$ cat src/rtl/mem_arbiter_if.sv
// mem_arbiter_if: requester handshakes and 8-bit memory bus of the memory arbiter.
interface mem_arbiter_if #(parameter int ADDR_W = 32);
  logic              if_req;
  logic [ADDR_W-1:0] if_addr;
  logic              if_done;
  logic [31:0]       if_data;
  logic              ls_req;
  logic              ls_we;
  logic [1:0]        ls_size;
  logic              ls_signed;
  logic [ADDR_W-1:0] ls_addr;
  logic [31:0]       ls_wdata;
  logic              ls_done;
  logic [31:0]       ls_rdata;
  logic [7:0]        mem_din;
  logic [7:0]        mem_dout;
  logic [ADDR_W-1:0] mem_a;
  logic              mem_wr;
  modport master (
    output if_req, if_addr, ls_req, ls_we, ls_size, ls_signed, ls_addr, ls_wdata, mem_din,
    input  if_done, if_data, ls_done, ls_rdata, mem_dout, mem_a, mem_wr
  );
  modport slave (
    input  if_req, if_addr, ls_req, ls_we, ls_size, ls_signed, ls_addr, ls_wdata, mem_din,
    output if_done, if_data, ls_done, ls_rdata, mem_dout, mem_a, mem_wr
  );
endinterface

$ cat src/rtl/mem_arbiter.sv
// mem_arbiter: grants fetch or load/store to one 8-bit memory bus, splitting each access
// into pipelined byte transfers and assembling/sign-extending read data.
module mem_arbiter #(parameter int ADDR_W = 32) (
  input  logic          clk,
  input  logic          rst,
  input  logic          rdy,
  input  logic          flush,
  mem_arbiter_if.slave  bus
);
  typedef enum logic [1:0] {IDLE, IF_RD, LS_RD, LS_WR} state_t;
  state_t state, state_nx;
  logic [2:0] n, issue_cnt, recv_cnt, ls_n;
  logic [31:0] asm_q, asm_nx, ls_ext, wsh;
  logic last_grant, if_elig, ls_elig, grant_if, grant_ls, last_rx, last_tx, st_done;
  logic [ADDR_W-1:0] busy_addr;
  // last_grant: 0 = fetch, 1 = load/store; a done output blocks its own requester for one edge
  always_comb begin
    if_elig = bus.if_req && !bus.if_done;
    ls_elig = bus.ls_req && !bus.ls_done;
    grant_ls = !flush && ls_elig && (!if_elig || !last_grant);
    grant_if = !flush && if_elig && !grant_ls;
    ls_n = bus.ls_size == 2'd0 ? 3'd1 : bus.ls_size == 2'd1 ? 3'd2 : 3'd4;
    busy_addr = state == IF_RD ? bus.if_addr : bus.ls_addr;
    last_rx = recv_cnt == n - 3'd1;
    last_tx = issue_cnt == n - 3'd1;
    asm_nx = asm_q | ({24'd0, bus.mem_din} << {recv_cnt[1:0], 3'd0});
    ls_ext = !bus.ls_signed ? asm_nx :
             bus.ls_size == 2'd0 ? {{24{asm_nx[7]}}, asm_nx[7:0]} :
             bus.ls_size == 2'd1 ? {{16{asm_nx[15]}}, asm_nx[15:0]} : asm_nx;
    wsh = bus.ls_wdata >> {issue_cnt[1:0], 3'd0};
    st_done = state == IDLE ? grant_ls && bus.ls_we && ls_n == 3'd1 : state == LS_WR && last_tx;
    state_nx = state;
    case (state)
      IDLE:    state_nx = grant_ls ? (!bus.ls_we ? LS_RD : ls_n == 3'd1 ? IDLE : LS_WR) :
                          grant_if ? IF_RD : IDLE;
      LS_WR:   state_nx = last_tx ? IDLE : LS_WR;
      default: state_nx = flush || last_rx ? IDLE : state;
    endcase
  end
  always_ff @(posedge clk) begin
    if (!rst) begin
      state <= IDLE;
      n <= 3'd0;
      issue_cnt <= 3'd0;
      recv_cnt <= 3'd0;
      asm_q <= 32'd0;
      last_grant <= 1'b0;
      bus.if_done <= 1'b0;
      bus.if_data <= 32'd0;
      bus.ls_done <= 1'b0;
      bus.ls_rdata <= 32'd0;
      bus.mem_a <= '0;
      bus.mem_dout <= 8'd0;
      bus.mem_wr <= 1'b0;
    end else if (rdy) begin
      state <= state_nx;
      bus.if_done <= 1'b0;
      bus.ls_done <= 1'b0;
      if (state == IDLE) begin
        if (grant_ls || grant_if) begin
          n <= grant_ls ? ls_n : 3'd4;
          issue_cnt <= 3'd1;
          recv_cnt <= 3'd0;
          asm_q <= 32'd0;
          last_grant <= grant_ls;
          bus.mem_a <= grant_ls ? bus.ls_addr : bus.if_addr;
          bus.mem_wr <= grant_ls && bus.ls_we;
          bus.mem_dout <= grant_ls && bus.ls_we ? bus.ls_wdata[7:0] : 8'd0;
        end else begin
          bus.mem_a <= '0;
          bus.mem_wr <= 1'b0;
          bus.mem_dout <= 8'd0;
        end
      end else if (flush && state != LS_WR) begin
        bus.mem_a <= '0;
        bus.mem_wr <= 1'b0;
        bus.mem_dout <= 8'd0;
      end else begin
        if (issue_cnt < n) begin
          bus.mem_a <= busy_addr + ADDR_W'(issue_cnt);
          bus.mem_dout <= state == LS_WR ? wsh[7:0] : 8'd0;
          issue_cnt <= issue_cnt + 3'd1;
        end else begin
          bus.mem_a <= '0;
          bus.mem_wr <= 1'b0;
          bus.mem_dout <= 8'd0;
        end
        if (state != LS_WR) begin
          asm_q <= asm_nx;
          recv_cnt <= recv_cnt + 3'd1;
          if (last_rx && state == IF_RD) begin
            bus.if_done <= 1'b1;
            bus.if_data <= asm_nx;
          end
          if (last_rx && state == LS_RD) begin
            bus.ls_done <= 1'b1;
            bus.ls_rdata <= ls_ext;
          end
        end
      end
      if (st_done) begin
        bus.ls_done <= 1'b1;
        bus.ls_rdata <= 32'd0;
      end
    end
  end
endmodule
$ cat src/flat_wrapper.sv
// flat-port wrapper written by rule: the top's interface ports become plain ports
module mem_arbiter_flat 
#(parameter int ADDR_W = 32)
  (clk, rst, rdy, flush, bus_if_req, bus_if_addr, bus_ls_req, bus_ls_we, bus_ls_size, bus_ls_signed, bus_ls_addr, bus_ls_wdata, bus_mem_din, bus_if_done, bus_if_data, bus_ls_done, bus_ls_rdata, bus_mem_dout, bus_mem_a, bus_mem_wr);
  mem_arbiter_if #(.ADDR_W(ADDR_W)) bus_i ();
  input  logic clk;
  input  logic rst;
  input  logic rdy;
  input  logic flush;
  input wire logic [$bits(bus_i.if_req)-1:0] bus_if_req;
  input wire logic [$bits(bus_i.if_addr)-1:0] bus_if_addr;
  input wire logic [$bits(bus_i.ls_req)-1:0] bus_ls_req;
  input wire logic [$bits(bus_i.ls_we)-1:0] bus_ls_we;
  input wire logic [$bits(bus_i.ls_size)-1:0] bus_ls_size;
  input wire logic [$bits(bus_i.ls_signed)-1:0] bus_ls_signed;
  input wire logic [$bits(bus_i.ls_addr)-1:0] bus_ls_addr;
  input wire logic [$bits(bus_i.ls_wdata)-1:0] bus_ls_wdata;
  input wire logic [$bits(bus_i.mem_din)-1:0] bus_mem_din;
  output wire logic [$bits(bus_i.if_done)-1:0] bus_if_done;
  output wire logic [$bits(bus_i.if_data)-1:0] bus_if_data;
  output wire logic [$bits(bus_i.ls_done)-1:0] bus_ls_done;
  output wire logic [$bits(bus_i.ls_rdata)-1:0] bus_ls_rdata;
  output wire logic [$bits(bus_i.mem_dout)-1:0] bus_mem_dout;
  output wire logic [$bits(bus_i.mem_a)-1:0] bus_mem_a;
  output wire logic [$bits(bus_i.mem_wr)-1:0] bus_mem_wr;
  assign bus_i.if_req = bus_if_req;
  assign bus_i.if_addr = bus_if_addr;
  assign bus_i.ls_req = bus_ls_req;
  assign bus_i.ls_we = bus_ls_we;
  assign bus_i.ls_size = bus_ls_size;
  assign bus_i.ls_signed = bus_ls_signed;
  assign bus_i.ls_addr = bus_ls_addr;
  assign bus_i.ls_wdata = bus_ls_wdata;
  assign bus_i.mem_din = bus_mem_din;
  assign bus_if_done = bus_i.if_done;
  assign bus_if_data = bus_i.if_data;
  assign bus_ls_done = bus_i.ls_done;
  assign bus_ls_rdata = bus_i.ls_rdata;
  assign bus_mem_dout = bus_i.mem_dout;
  assign bus_mem_a = bus_i.mem_a;
  assign bus_mem_wr = bus_i.mem_wr;
  mem_arbiter #(.ADDR_W(ADDR_W)) u_core (.clk(clk), .rst(rst), .rdy(rdy), .flush(flush), .bus(bus_i));
endmodule
$ cat config.mk
export PLATFORM = sky130hd
export DESIGN_NAME = mem_arbiter_flat
export DESIGN_NICKNAME = d
export VERILOG_FILES = /design/src/rtl/mem_arbiter_if.sv /design/src/rtl/mem_arbiter.sv /design/src/flat_wrapper.sv
export SDC_FILE = /design/constraint.sdc
export NUM_CORES = 1
export LEC_CHECK = 0
export CAP_MARGIN = 20
export CORE_UTILIZATION = 26
export DETAILED_ROUTE_END_ITERATION = 10
export HOLD_SLACK_MARGIN = 0.02
export SYNTH_ARGS = -nofsm -noshare
export SYNTH_HDL_FRONTEND = slang
export SYNTH_SLANG_ARGS = --single-unit
$ cat constraint.sdc
create_clock -name clk -period 10.3 [get_ports clk]
set_input_delay 1.545 -clock clk [delete_from_list [all_inputs] [get_ports clk]]
set_output_delay 1.545 -clock clk [all_outputs]
set_load 0.005 [all_outputs]
==> flow_metrics.py <==
metrics = {
    "status": {
        "run_status": "complete, no violations",
    },
    "critical_path": {
        "critical_path_buf_inv_count": 1,
        "critical_path_at_ns": 4.45,
        "top_family_by_delay_on_critical_path": "simple AND/OR/NAND/NOR gates",
        "timing.critical_path.slowest_cell_delay_ns": 1.03,
        "cp_slowest_cell": "and3_1",
        "cp_data_required_time_ns": 10.67,
        "setup.worst_path.end_class": "flip-flop",
        "worst-setup-path-type": "primary input to flip-flop",
        "crit_path_start_kind": "primary input",
        "timing.critical_path.cells": "clkdlybuf4s50_1, nor3b_2, and3_1, a221o_1, o221ai_1, o21ba_2",
        "path_max_fanout": 24,
    },
    "worst_hold_path": {
        "holdCritPathClass": "flip-flop to flip-flop",
    },
    "clocking": {
        "clkTransAtPathRegs_ns": 0.07,
        "cts.hold.buffers_added": 0,
        "worst_skew_pair.late_latency_ns": 0.44,
        "cts-root-buf": "clkbuf_16",
        "postCtsResizedCells": 0,
        "clock_sink_total": 151,
        "cts_tree": "done",
        "h-tree-depth": 4,
        "cts_setup_buffers": 0,
        "cts_buffer_depth": 2,
        "cts_buffers": 17,
    },
    "synthesis": {
        "largest_family_of_logic_cells_by_synthesized_area": "compound AO/OA/AOI/OAI gates",
        "number_of_synthesized_register_bits": 151,
        "post_synth_num_cell_types": 72,
        "synth_edf_count": 0,
        "synth-warning-count": 0,
        "muxShareOfSynthArea": 0.06489,
        "synth_area_sq_um": 7983,
        "synth-compound-area-share": 0.2408,
        "synth-main-ff-cell": "dfxtp_1",
        "post_synth_fa_ha_maj_area_fraction": 0.02288,
        "syn-num-nets": 1052,
        "average_size_of_a_mapped_cell_sq_um": 8.639,
        "ys_seq_area_frac": 0.3787,
        "synth-simple-area-share": 0.2025,
        "synth_async_sr_flop_share": 0,
        "yosys.area_share.xor_xnor": 0.03668,
        "synthesis.instances": 924,
    },
    "timing": {
        "hold_violations": 0,
        "final-setup-viol-count": 0,
        "grt_setup_unrepaired": "false",
        "finalCritPeriodShare": 0.3959,
        "final_slew_viol_count": 0,
        "finalCriticalPeriod_ns": 4.077,
        "setup_tns_ns": 0,
        "clock_skew_ns": 0.01491,
        "timing.fmax_ghz": 0.2453,
        "final.setup.worst_slack_ns": 6.223,
        "tightestPinTransition_ns": 1.153,
        "max-slew-margin-rel": 0.2312,
    },
    "layout": {
        "layout-area-overhead-vs-synth_pct": 38.40,
        "utilization": 0.3688,
        "fillCellCount": 3081,
        "mostFrequentLayoutCell": "clkdlybuf4s50_1",
        "most-common-layout-cells": "clkdlybuf4s50_1, dfxtp_1, nor2_1, a21oi_1, nand2_1",
        "finish.net_count": 1231,
        "drive_above_1_share": 0.07796,
    },
    "placed_design": {
        "port_buffers": 220,
        "dp.final_hpwl_um": 18820,
        "preCtsSetupSlack_ns": 5.815,
        "gp_routability_congestion": 0.7975,
    },
    "detailed_routing": {
        "drt-initial-drc-count": 451,
        "route.final.wire_length_um": 26900,
        "route.detailed.vias_per_inst": 5.084,
        "drc_errors": 0,
        "antenna_violating_nets_post_route": 0,
        "drt_pass1_iterations": 5,
        "detailroute.via_count": 7667,
        "post_drt_wl_per_cell_um": 17.84,
    },
    "floorplan": {
        "chipHeight_um": 177.2,
        "core_area_sq_um": 29950,
        "floorplan.die.width_um": 177.2,
        "design.die.area_sq_um": 31410,
        "start_util": 0.2665,
        "fp-row-count": 63,
        "num_io_pins": 221,
    },
    "power_and_ir_drop": {
        "power.total_w": 0.001506,
        "cell_pwr_density_nw_per_um2": 136.3,
        "power_leakage_nw": 3.682,
        "worst_ir_drop_vdd_v": 0.0001129,
    },
    "global_route": {
        "grt_pass1_wl_um": 41840,
        "grt_start_max_net_pins": 66,
        "first_global_vias": 7390,
        "number_of_antenna_violations_at_the_first_check_in_global_routing": 2,
        "overflow": 0,
        "grt_util_all_layers": 0.1724,
    },
    "job": {
        "cap_viol_max_count": 0,
    },
}
cells in the mapped netlist (7+ instances only):
master | count | area (sq um)
nand4_1 | 9 | 56.30
ha_1 | 13 | 162.7
o31ai_1 | 17 | 127.6
buf_1 | 7 | 26.28
xnor2_1 | 18 | 157.7
inv_1 | 20 | 75.07
o21ai_0 | 51 | 255.2
mux2i_1 | 27 | 270.3
and2_1 | 17 | 106.4
buf_6 | 8 | 90.09
clkbuf_1 | 37 | 138.9
buf_2 | 14 | 70.07
dfxtp_1 | 151 | 3023
nor3_1 | 47 | 235.2
a211oi_1 | 39 | 292.8
a21oi_1 | 71 | 355.3
xor2_1 | 10 | 87.58
a221oi_1 | 25 | 219.0
a221o_1 | 8 | 80.08
o21ai_1 | 9 | 45.04
nand2_1 | 60 | 225.2
mux4_2 | 8 | 180.2
nand3_1 | 49 | 245.2
o2bb2ai_1 | 7 | 61.31
nand2b_1 | 7 | 43.79
nor2_1 | 90 | 337.8
registers in the layout, indices dropped and copies added, names as in the netlist, 2 cells and up:
name	flops
u_core.asm_q	32
u_core.bus.if_data	32
u_core.bus.ls_rdata	32
u_core.bus.mem_a	32
u_core.bus.mem_dout	8
u_core.issue_cnt	3
u_core.n	3
u_core.recv_cnt	3
u_core.state	2
layout make-up:
cell class | instances | area, sq um | share of cell area
multi-input combinational | 682 | 4538 | 0.4108
sequential | 151 | 3023 | 0.2736
timing repair buffer | 229 | 2285 | 0.2068
tap | 390 | 488.0 | 0.04417
clock buffer | 17 | 425.4 | 0.03851
clock inverter | 15 | 201.4 | 0.01823
inverter | 22 | 82.58 | 0.007475
antenna | 2 | 5.005 | 0.0004530
logic make-up (layout without fill, tap and decap cells):
group | Yosys count | in the layout
muxes | 41 | 41
xor gates and xnor gates | 30 | 30
buffers and inverters | 91 | 283
adders and majority gates | 14 | 14
DFF | 151 | 151
and+or+nand+nor | 320 | 320
other | 0 | 2
AOI/OAI and AO/OA | 277 | 277
worst register-to-register path: cells and delay by family (launching register included):
| family | cells | cell delay, ns |
|---|---|---|
| compound gates | 3 | 0.96 |
| xor+xnor | 1 | 0.13 |
| fa+ha+maj | 1 | 0.24 |
| buf+inv | 2 | 0.69 |
| flops | 1 | 0.34 |
| simple gates | 2 | 0.96 |
routing by layer:
metal	wire length, um	vias to the layer above	track usage
met3	1312	39	0.03565
li1	-	3767	-
met2	12480	226	0.2738
met4	639	0	0.06394
met1	12470	3635	0.2282
met5	0	-	0
worst paths after layout:
path | from | to | slack (ns) | depth (start not counted)
max | flush | u_core.bus.mem_a[24] | 6.22 | 6
min | u_core.bus.ls_rdata[15] | u_core.bus.ls_rdata[15] | 0.46 | 2
max reg2reg | u_core.state[1] | u_core.bus.mem_a[31] | 6.90 | 9
min reg2reg | u_core.bus.ls_rdata[15] | u_core.bus.ls_rdata[15] | 0.46 | 2
report_power, final:
part	total [W]	internal [W]	switching, W	leakage (nW)
sequential	0.000606	0.000596	0.00000984	1.22
combinational	0.000219	0.000106	0.000113	2.15
clock	0.000681	0.000374	0.000307	0.309
total	0.00151	0.00108	0.000429	3.68
through the flow:
stage	hold slack [ns]	cells	instance area, sq um
after floorplan	0.4451	924	7983
after global placement	0.4480	1472	10380
after detailed placement	0.4527	1472	10380
after CTS	0.4656	1504	11000
after global routing	0.4773	1507	11050
final	0.4605	1508	11050
Note: power is estimated with default switching activity, not from simulation.
